<file path="src/rtl/cache_port_arbiter.sv">
// Two-requester front end for the single CPU-side port of the cache.
// P0 (instruction fetch) and P1 (data load/store) present requests with a
// valid/ready handshake; one request at a time is accepted round-robin, the
// cache strobes are held stable until Done (or a watchdog timeout), and the
// owner receives a one-cycle response pulse with the read data.
//
// Ports:
//   clk, rst                  clock, synchronous active-high reset
//   pN_valid/ready            request handshake (N = 0, 1)
//   pN_we/addr/wdata          request payload
//   pN_resp_valid/resp_err    one-cycle completion pulse, err=1 on timeout
//   resp_rdata                read data, valid with either response pulse
//   cache_addr/read/write/wdata  strobes towards the cache
//   cache_done/rdata          completion and read data from the cache
module cache_port_arbiter #(
   parameter int unsigned ADDRESS_WIDTH  = 8,
   parameter int unsigned DATA_WIDTH     = 32,
   parameter int unsigned TIMEOUT_CYCLES = 64
) (
   input  logic                     clk,
   input  logic                     rst,
   input  logic                     p0_valid,
   output logic                     p0_ready,
   input  logic                     p0_we,
   input  logic [ADDRESS_WIDTH-1:0] p0_addr,
   input  logic [DATA_WIDTH-1:0]    p0_wdata,
   output logic                     p0_resp_valid,
   output logic                     p0_resp_err,
   input  logic                     p1_valid,
   output logic                     p1_ready,
   input  logic                     p1_we,
   input  logic [ADDRESS_WIDTH-1:0] p1_addr,
   input  logic [DATA_WIDTH-1:0]    p1_wdata,
   output logic                     p1_resp_valid,
   output logic                     p1_resp_err,
   output logic [DATA_WIDTH-1:0]    resp_rdata,
   output logic [ADDRESS_WIDTH-1:0] cache_addr,
   output logic                     cache_read,
   output logic                     cache_write,
   output logic [DATA_WIDTH-1:0]    cache_wdata,
   input  logic                     cache_done,
   input  logic [DATA_WIDTH-1:0]    cache_rdata
);

   localparam int unsigned CNT_W = (TIMEOUT_CYCLES == 0) ? 1 : $clog2(TIMEOUT_CYCLES + 1);
   localparam logic [CNT_W-1:0] CNT_MAX = '1;
   localparam logic [CNT_W-1:0] CNT_EXP =
      CNT_W'((TIMEOUT_CYCLES == 0) ? 0 : TIMEOUT_CYCLES - 1);

   typedef enum logic [1:0] {
      IDLE = 2'd0,
      BUSY = 2'd1,
      RESP = 2'd2
   } state_e;

   state_e                   state_q, state_d;
   logic                     last_grant_q, last_grant_d;
   logic [CNT_W-1:0]         cnt_q, cnt_d;
   logic [ADDRESS_WIDTH-1:0] addr_q, addr_d;
   logic [DATA_WIDTH-1:0]    wdata_q, wdata_d;
   logic                     read_q, read_d;
   logic                     write_q, write_d;
   logic [DATA_WIDTH-1:0]    rdata_q, rdata_d;
   logic                     p0_rv_q, p0_rv_d;
   logic                     p0_re_q, p0_re_d;
   logic                     p1_rv_q, p1_rv_d;
   logic                     p1_re_q, p1_re_d;

   logic                     grant_c;
   logic                     can_accept_c;

   // Round-robin grant; only meaningful in IDLE with no stale Done.
   always_comb begin
      grant_c = 1'b0;
      if (p0_valid && p1_valid) begin
         grant_c = ~last_grant_q;
      end else if (p1_valid) begin
         grant_c = 1'b1;
      end
      can_accept_c = (state_q == IDLE) && !cache_done;
      p0_ready     = can_accept_c && p0_valid && !grant_c;
      p1_ready     = can_accept_c && p1_valid && grant_c;
   end

   // Next-state and registered-output logic.
   always_comb begin
      state_d      = state_q;
      last_grant_d = last_grant_q;
      cnt_d        = cnt_q;
      addr_d       = addr_q;
      wdata_d      = wdata_q;
      read_d       = read_q;
      write_d      = write_q;
      rdata_d      = rdata_q;
      p0_rv_d      = 1'b0;
      p0_re_d      = 1'b0;
      p1_rv_d      = 1'b0;
      p1_re_d      = 1'b0;

      unique case (state_q)
         IDLE: begin
            if (p0_ready || p1_ready) begin
               state_d      = BUSY;
               last_grant_d = grant_c;
               cnt_d        = '0;
               addr_d       = grant_c ? p1_addr  : p0_addr;
               wdata_d      = grant_c ? p1_wdata : p0_wdata;
               write_d      = grant_c ? p1_we    : p0_we;
               read_d       = grant_c ? ~p1_we   : ~p0_we;
            end
         end
         BUSY: begin
            // Saturating counter: never wraps back into the expiry window.
            if (cnt_q != CNT_MAX) begin
               cnt_d = cnt_q + CNT_W'(1);
            end
            if (cache_done) begin
               state_d = RESP;
               rdata_d = cache_rdata;
               read_d  = 1'b0;
               write_d = 1'b0;
               p0_rv_d = ~last_grant_q;
               p1_rv_d = last_grant_q;
            end else if ((TIMEOUT_CYCLES != 0) && (cnt_q == CNT_EXP)) begin
               state_d = RESP;
               rdata_d = '0;
               read_d  = 1'b0;
               write_d = 1'b0;
               p0_rv_d = ~last_grant_q;
               p0_re_d = ~last_grant_q;
               p1_rv_d = last_grant_q;
               p1_re_d = last_grant_q;
            end
         end
         RESP: begin
            state_d = IDLE;
         end
         default: begin
            state_d = IDLE;
         end
      endcase
   end

   // State and output registers.
   always_ff @(posedge clk) begin
      if (rst) begin
         state_q      <= IDLE;
         last_grant_q <= 1'b1;
         cnt_q        <= '0;
         addr_q       <= '0;
         wdata_q      <= '0;
         read_q       <= 1'b0;
         write_q      <= 1'b0;
         rdata_q      <= '0;
         p0_rv_q      <= 1'b0;
         p0_re_q      <= 1'b0;
         p1_rv_q      <= 1'b0;
         p1_re_q      <= 1'b0;
      end else begin
         state_q      <= state_d;
         last_grant_q <= last_grant_d;
         cnt_q        <= cnt_d;
         addr_q       <= addr_d;
         wdata_q      <= wdata_d;
         read_q       <= read_d;
         write_q      <= write_d;
         rdata_q      <= rdata_d;
         p0_rv_q      <= p0_rv_d;
         p0_re_q      <= p0_re_d;
         p1_rv_q      <= p1_rv_d;
         p1_re_q      <= p1_re_d;
      end
   end

   assign cache_addr    = addr_q;
   assign cache_wdata   = wdata_q;
   assign cache_read    = read_q;
   assign cache_write   = write_q;
   assign resp_rdata    = rdata_q;
   assign p0_resp_valid = p0_rv_q;
   assign p0_resp_err   = p0_re_q;
   assign p1_resp_valid = p1_rv_q;
   assign p1_resp_err   = p1_re_q;

endmodule

</file>
<file path="config.mk">
export PLATFORM = sky130hd
export DESIGN_NAME = cache_port_arbiter
export DESIGN_NICKNAME = d
export VERILOG_FILES = /design/src/rtl/cache_port_arbiter.sv
export SDC_FILE = /design/constraint.sdc
export NUM_CORES = 1
export LEC_CHECK = 0
export CORE_ASPECT_RATIO = 1.75
export CORE_MARGIN = 2
export CORE_UTILIZATION = 34
export DETAILED_ROUTE_END_ITERATION = 10
export GPL_ROUTABILITY_DRIVEN = 0
export PLACE_DENSITY = 0.78
export SYNTH_ARGS = -nofsm -noshare
export SYNTH_HDL_FRONTEND = slang
export SYNTH_SLANG_ARGS = --single-unit
</file>
<file path="constraint.sdc">
create_clock -name clk -period 1.5 [get_ports clk]
set_input_delay 0.3 -clock clk [delete_from_list [all_inputs] [get_ports clk]]
set_output_delay 0.3 -clock clk [all_outputs]
set_load 0.005 [all_outputs]
</file>
After elaboration in Yosys (flattened, before gate mapping):

Cells that the tools add are included.

* register bits: 88
* bits of input ports: 119
* output and inout port bits: 80
* logic and storage cells: 67

* add/sub/neg operators: 1
* eq/ne operators: 6
* muxes and demuxes: 25
* bitwise operators: 4
* reduce and logical (&&, ||, !) cells: 19

Operators by type and width (number)
* 32-bit two-way mux: 3
* 7-bit two-way mux: 2
* 7-bit one-hot mux with 2 select lines: 1
* 1-bit two-way mux: 12
* 8-bit two-way mux: 1
* 7-bit by 1-bit adder with 7-bit output, second input constant: 1
* 7-bit by 6-bit == test with 1-bit output, second input constant: 1
* 7-bit != test, second input constant: 1
* 1-bit logical AND: 6
* 2-bit two-way mux: 3
* 2-bit AND reduction: 3
* 3-bit AND reduction: 2
* 1-bit inverter: 4
* 1-bit one-hot mux with 2 select lines: 2
* 2-bit one-hot mux with 2 select lines: 1
* 2-bit nonzero test: 2
* 3-bit != test, second input constant: 1
* 3-bit OR reduction: 1
* 2-bit by 1-bit == test with 1-bit output, second input constant: 1
* 1-bit logical NOT: 2
* 2-bit logical NOT: 1
* 2-bit by 1-bit != test with 1-bit output, second input constant: 1
* 2-bit != test, second input constant: 1
* 2-bit OR reduction: 1
* 1-bit logical OR: 1

Logic depth before layout (Yosys ltp):

Gate-level depths: netlist of the first run.

* depth in word-level cells: 7
* gate-level depth with buffers: 6
* mapped depth without buffers: 5

Least setup slack after synthesis of the first run:

OpenSTA, ideal clock, no wires.

* path kind: reg-to-reg
* start point: reg cnt_q[0]
* end point: reg write_q, in the netlist cache_write
* setup time: 0.116 ns
* arrival: 1.438 ns
* data required time: 1.384 ns
* setup slack: -0.054 ns
* cell stages (with the launch flop): 7
* path buffers: 1
* period minus slack after synthesis: 1.554 ns
* path through: dfxtp_1 ha_1 nand3_2 o31ai_4 a21oi_2 buf_6 a31o_2

* longest elaborated chain between the ends: 3

RTL lines
* from (decl): line 58 `logic [CNT_W-1:0] cnt_q, cnt_d;`
* from (signal assigned): line 162 `cnt_q <= cnt_d;`
* 7-bit by 6-bit == test with 1-bit output: line 124 `end else if ((TIMEOUT_CYCLES != 0) && (cnt_q == CNT_EXP)) begin`
* 3-bit != test (no source line)
* 3-bit AND reduction (no source line)
* to (signal assigned): line 166 `write_q <= write_d;`
* to (decl): line 62 `logic write_q, write_d;`

Every way passes these cells.
A chain may end at the register's enable or synchronous reset.

Worst setup path in the final report of the first run:

* start point: reg state_q[0]
* end point: out p0_ready

* longest elaborated chain between the ends: 4

RTL lines
* from (decl): line 56 `state_e state_q, state_d;`
* from (signal assigned): line 160 `state_q <= state_d;`
* 2-bit logical NOT: line 80 `can_accept_c = (state_q == IDLE) && !cache_done;`
* 1-bit logical AND: line 80
* 1-bit logical AND (2 in series): line 81 `p0_ready = can_accept_c && p0_valid && !grant_c;`
* to (decl): line 23 `output logic p0_ready,`

Every way passes these cells.

==> metrics.cfg, run 1 <==
[die]
die_h_um = 137
coreArea_um2 = 9910
std_cell_rows = 48
dieArea_um2 = 11000
die_x_um = 80.3
ios = 199
start_util = 0.349

[worst_setup_path]
worst-setup-path-type = reg -> out
crit_required_ns = 1.20
critPathLaunchType = flop
worstPathArrival_ns = 1.34
cp-end-kind = output port
critical_path_peak_fanout = 2

[power]
vdd_drop_max_mv = 0.707
p_leak_nw = 3.35
switching_share = 0.264
powerDensity_nw_per_um2 = 937
p_switching_mw = 1.70
power_frac_comb = 0.238
internal_power_mw = 4.76
clkPwrFrac = 0.365
seqPwrFrac = 0.397

[synth]
synth_mux_area_frac = 0.122
synth_simple_gate_area_frac = 0.103
synth_top_family_by_area = compound AO/OA/AOI/OAI gates
synth-compound-area-share = 0.211
yosys-top-cells-count = dfxtp_1, nor2_1, mux2i_1, a211oi_1, a22o_1
syn_avg_cell_area_um2 = 10.5
synth_fa_ha_area_frac = 0.00362
yosysUniqueCellTypes = 42
yosysWarnings = 0
yosys_register_bits = 88
syn-cell-area_um2 = 3460
synth_edf_count = 0
synth_cells = 328
synthFlopType = dfxtp_1
yosys.area.top_type_share = 0.509
synthArstFlopShare = 0
ys_top_cells_by_area = dfxtp_1, mux2i_1, a211oi_1, a22o_1, nor2_1
yosysTopAreaCell = dfxtp_1
yosysMostFrequentCell = dfxtp_1
synthXorXnorAreaFrac = 0
yosysSeqAreaShare = 0.509
syn-num-nets = 448

[global_routing]
met1_usage = 0.220
grt_util_met2 = 0.439
grt-ovfl-total = 0
first_global_vias = 3815
antenna_found_initial = 0
grt_pass1_wl_mm = 19.0
grt.total_usage = 0.226
busiest_layer = met2
grt_max_degree = 50
grtUsageMet3 = 0.0465

[clock_network]
cts.sinks = 88
cts_hold_buf = 0
root_buffer = clkbuf_16
clock_latency_ns = 0.34
cts_tree = built
cts-buffers-inserted = 9
ctsHtreeMaxLevel = 3
clockBufferDepth = 2
clkTransAtPathRegs_ns = 0.07

[layout]
stdcell_count = 705
fillers = 746
area_delta_synth_final_pct = 99.5
final_util = 0.696
insertedDiodeCount = 0
seq_area_um2 = 1780
multi_input_area_um2 = 1790
layout.nets = 695
drive_above_1_share = 0.252

[outcome]
violations = setup timing
status = finished, violations left

[timing]
timing.fmax_mhz = 610
tightest_slew_ns = 0.676
period_needed_ns = 1.64
slew_headroom = 0.549
layout_setup_ws_ns = -0.138
hold_viol = 0
fin_crit_sh = 1.09
fin_skew_ns = 0.0124
grt_setup_unrepaired = true
drv_slew = 0
setup_violations = 61

[detailed_routing]
dr.pass1.iters = 4
wl_mm = 13.0
antenna_left = 0
drc = 0
initialDrtViolationCount = 118
drt-vias-per-instance = 5.20
via_count = 3663
wl_per_cell_um = 18.5

[flow_run]
maxCapViolCount = 0

[place]
io_buffers = 198
placed_cells = 651
dp.final_hpwl_mm = 7.66

[worst_hold_path]
holdCritPathClass = in -> reg

cell families after synthesis:
kind of cell,Yosys count
simple gates,78
compound gates,91
mux,42
buf+inv,28
fa+ha+maj,1
flops,88
metal layers:
layer	part of all wire	wire (µm)
met5	0	0
met3	0.064	827
met2	0.56	7240
met1	0.34	4470
met4	0.036	474
critical path, cell delays in order (launching register included):
cell     delay [ns]
dfxtp_4        0.36
nor3_4         0.23
buf_6          0.14
nand2_4        0.05
nor2_4         0.11
buf_6          0.11
power groups by stage:
stage	clock network (mW)	registers, mW	logic (mW)
6_report	2.36	2.57	1.54
3_5_place_dp	0	2.61	1.17
5_1_grt	2.48	2.58	1.64
2_1_floorplan	0	2.62	0.431
3_3_place_gp	0	2.61	1.14
4_1_cts	2.37	2.57	1.43
flip-flops by register name, summed over array words and instances (netlist names), 2 cells and up:
register	flops
cnt_q	7
state_q	2
resp_rdata	32
cache_wdata	32
cache_addr	8
final cells by class:
class	instances	share of cell area
clock inverter	7	0.0123
sequential	88	0.258
tap	125	0.0227
inverter	1	0.000544
multi-input combinational	213	0.259
clock buffer	9	0.0326
timing repair buffer	262	0.415
placed cells by master, fill, tap and decap left out, types with 2 or more instances in the layout:
cell type        instances
nor2_1                  46
buf_2                    2
nor4_1                   2
inv_8                    2
nor2_2                   2
dlygate4sd2_1           31
nand2_1                  2
buf_16                   4
mux2i_4                  2
dfxtp_2                 13
and3_1                   2
nand2b_1                 2
inv_6                    2
buf_12                  11
buf_4                   33
clkinvlp_4               2
clkbuf_16               14
a21oi_4                  2
nor3_1                   4
a21oi_1                  3
clkdlybuf4s50_1        126
buf_6                   10
a22o_1                  32
dfxtp_1                 74
mux2i_1                 38
and2_1                   2
a211oi_1                16
buf_8                    2
nand3_1                  6
a211oi_2                24
dlymetal6s2s_1          38
stage by stage:
step / hold WS, ns / instance area, µm² / total power, mW / TNS, ns / setup WS, ns
finish: 0.310 / 6900 / 6.47 / -3.56 / -0.138
global route: 0.322 / 6900 / 6.70 / -8.63 / -0.206
CTS: 0.325 / 6530 / 6.37 / -2.38 / -0.101
detailed placement: 0.465 / 5710 / 3.78 / -38.87 / -0.587
global placement: 0.460 / 5710 / 3.75 / -35.45 / -0.551
floorplan: 0.377 / 3480 / 3.05 / 0 / 0.0110
repair_timing:
action	CTS	global route
cloned	9	5
gates resized for setup	88	89
endpoints found under the setup margin	100	127
pin swaps	53	19
buffers inserted	20	11
worst paths after layout:
kind | slack [ns] | end | depth (start not counted) | start
worst min-delay path | 0.31 | state_q[0]$_SDFFE_PP0P_ | 2 | rst
worst max register to register | -0.13 | cache_addr[7]$_SDFFE_PP0P_ | 8 | state_q[0]$_SDFFE_PP0P_
worst min register to register | 0.48 | resp_rdata[5]$_SDFFE_PP0P_ | 1 | resp_rdata[5]$_SDFFE_PP0P_
worst max-delay path | -0.14 | p0_ready | 5 | state_q[0]$_SDFFE_PP0P_
No activity file was read; power rests on OpenSTA's default activity.
==> inputs of run 2 (changes only) <==
--- a/config.mk
+++ b/config.mk
@@ -5,6 +5,7 @@
 export SDC_FILE = /design/constraint.sdc
 export NUM_CORES = 1
 export LEC_CHECK = 0
+export CAP_MARGIN = 25
 export CORE_ASPECT_RATIO = 1.75
 export CORE_MARGIN = 2
 export CORE_UTILIZATION = 34
==> results of run 2 <==
Same layout as run 1: the final DEF is identical, and so are final timing and power.
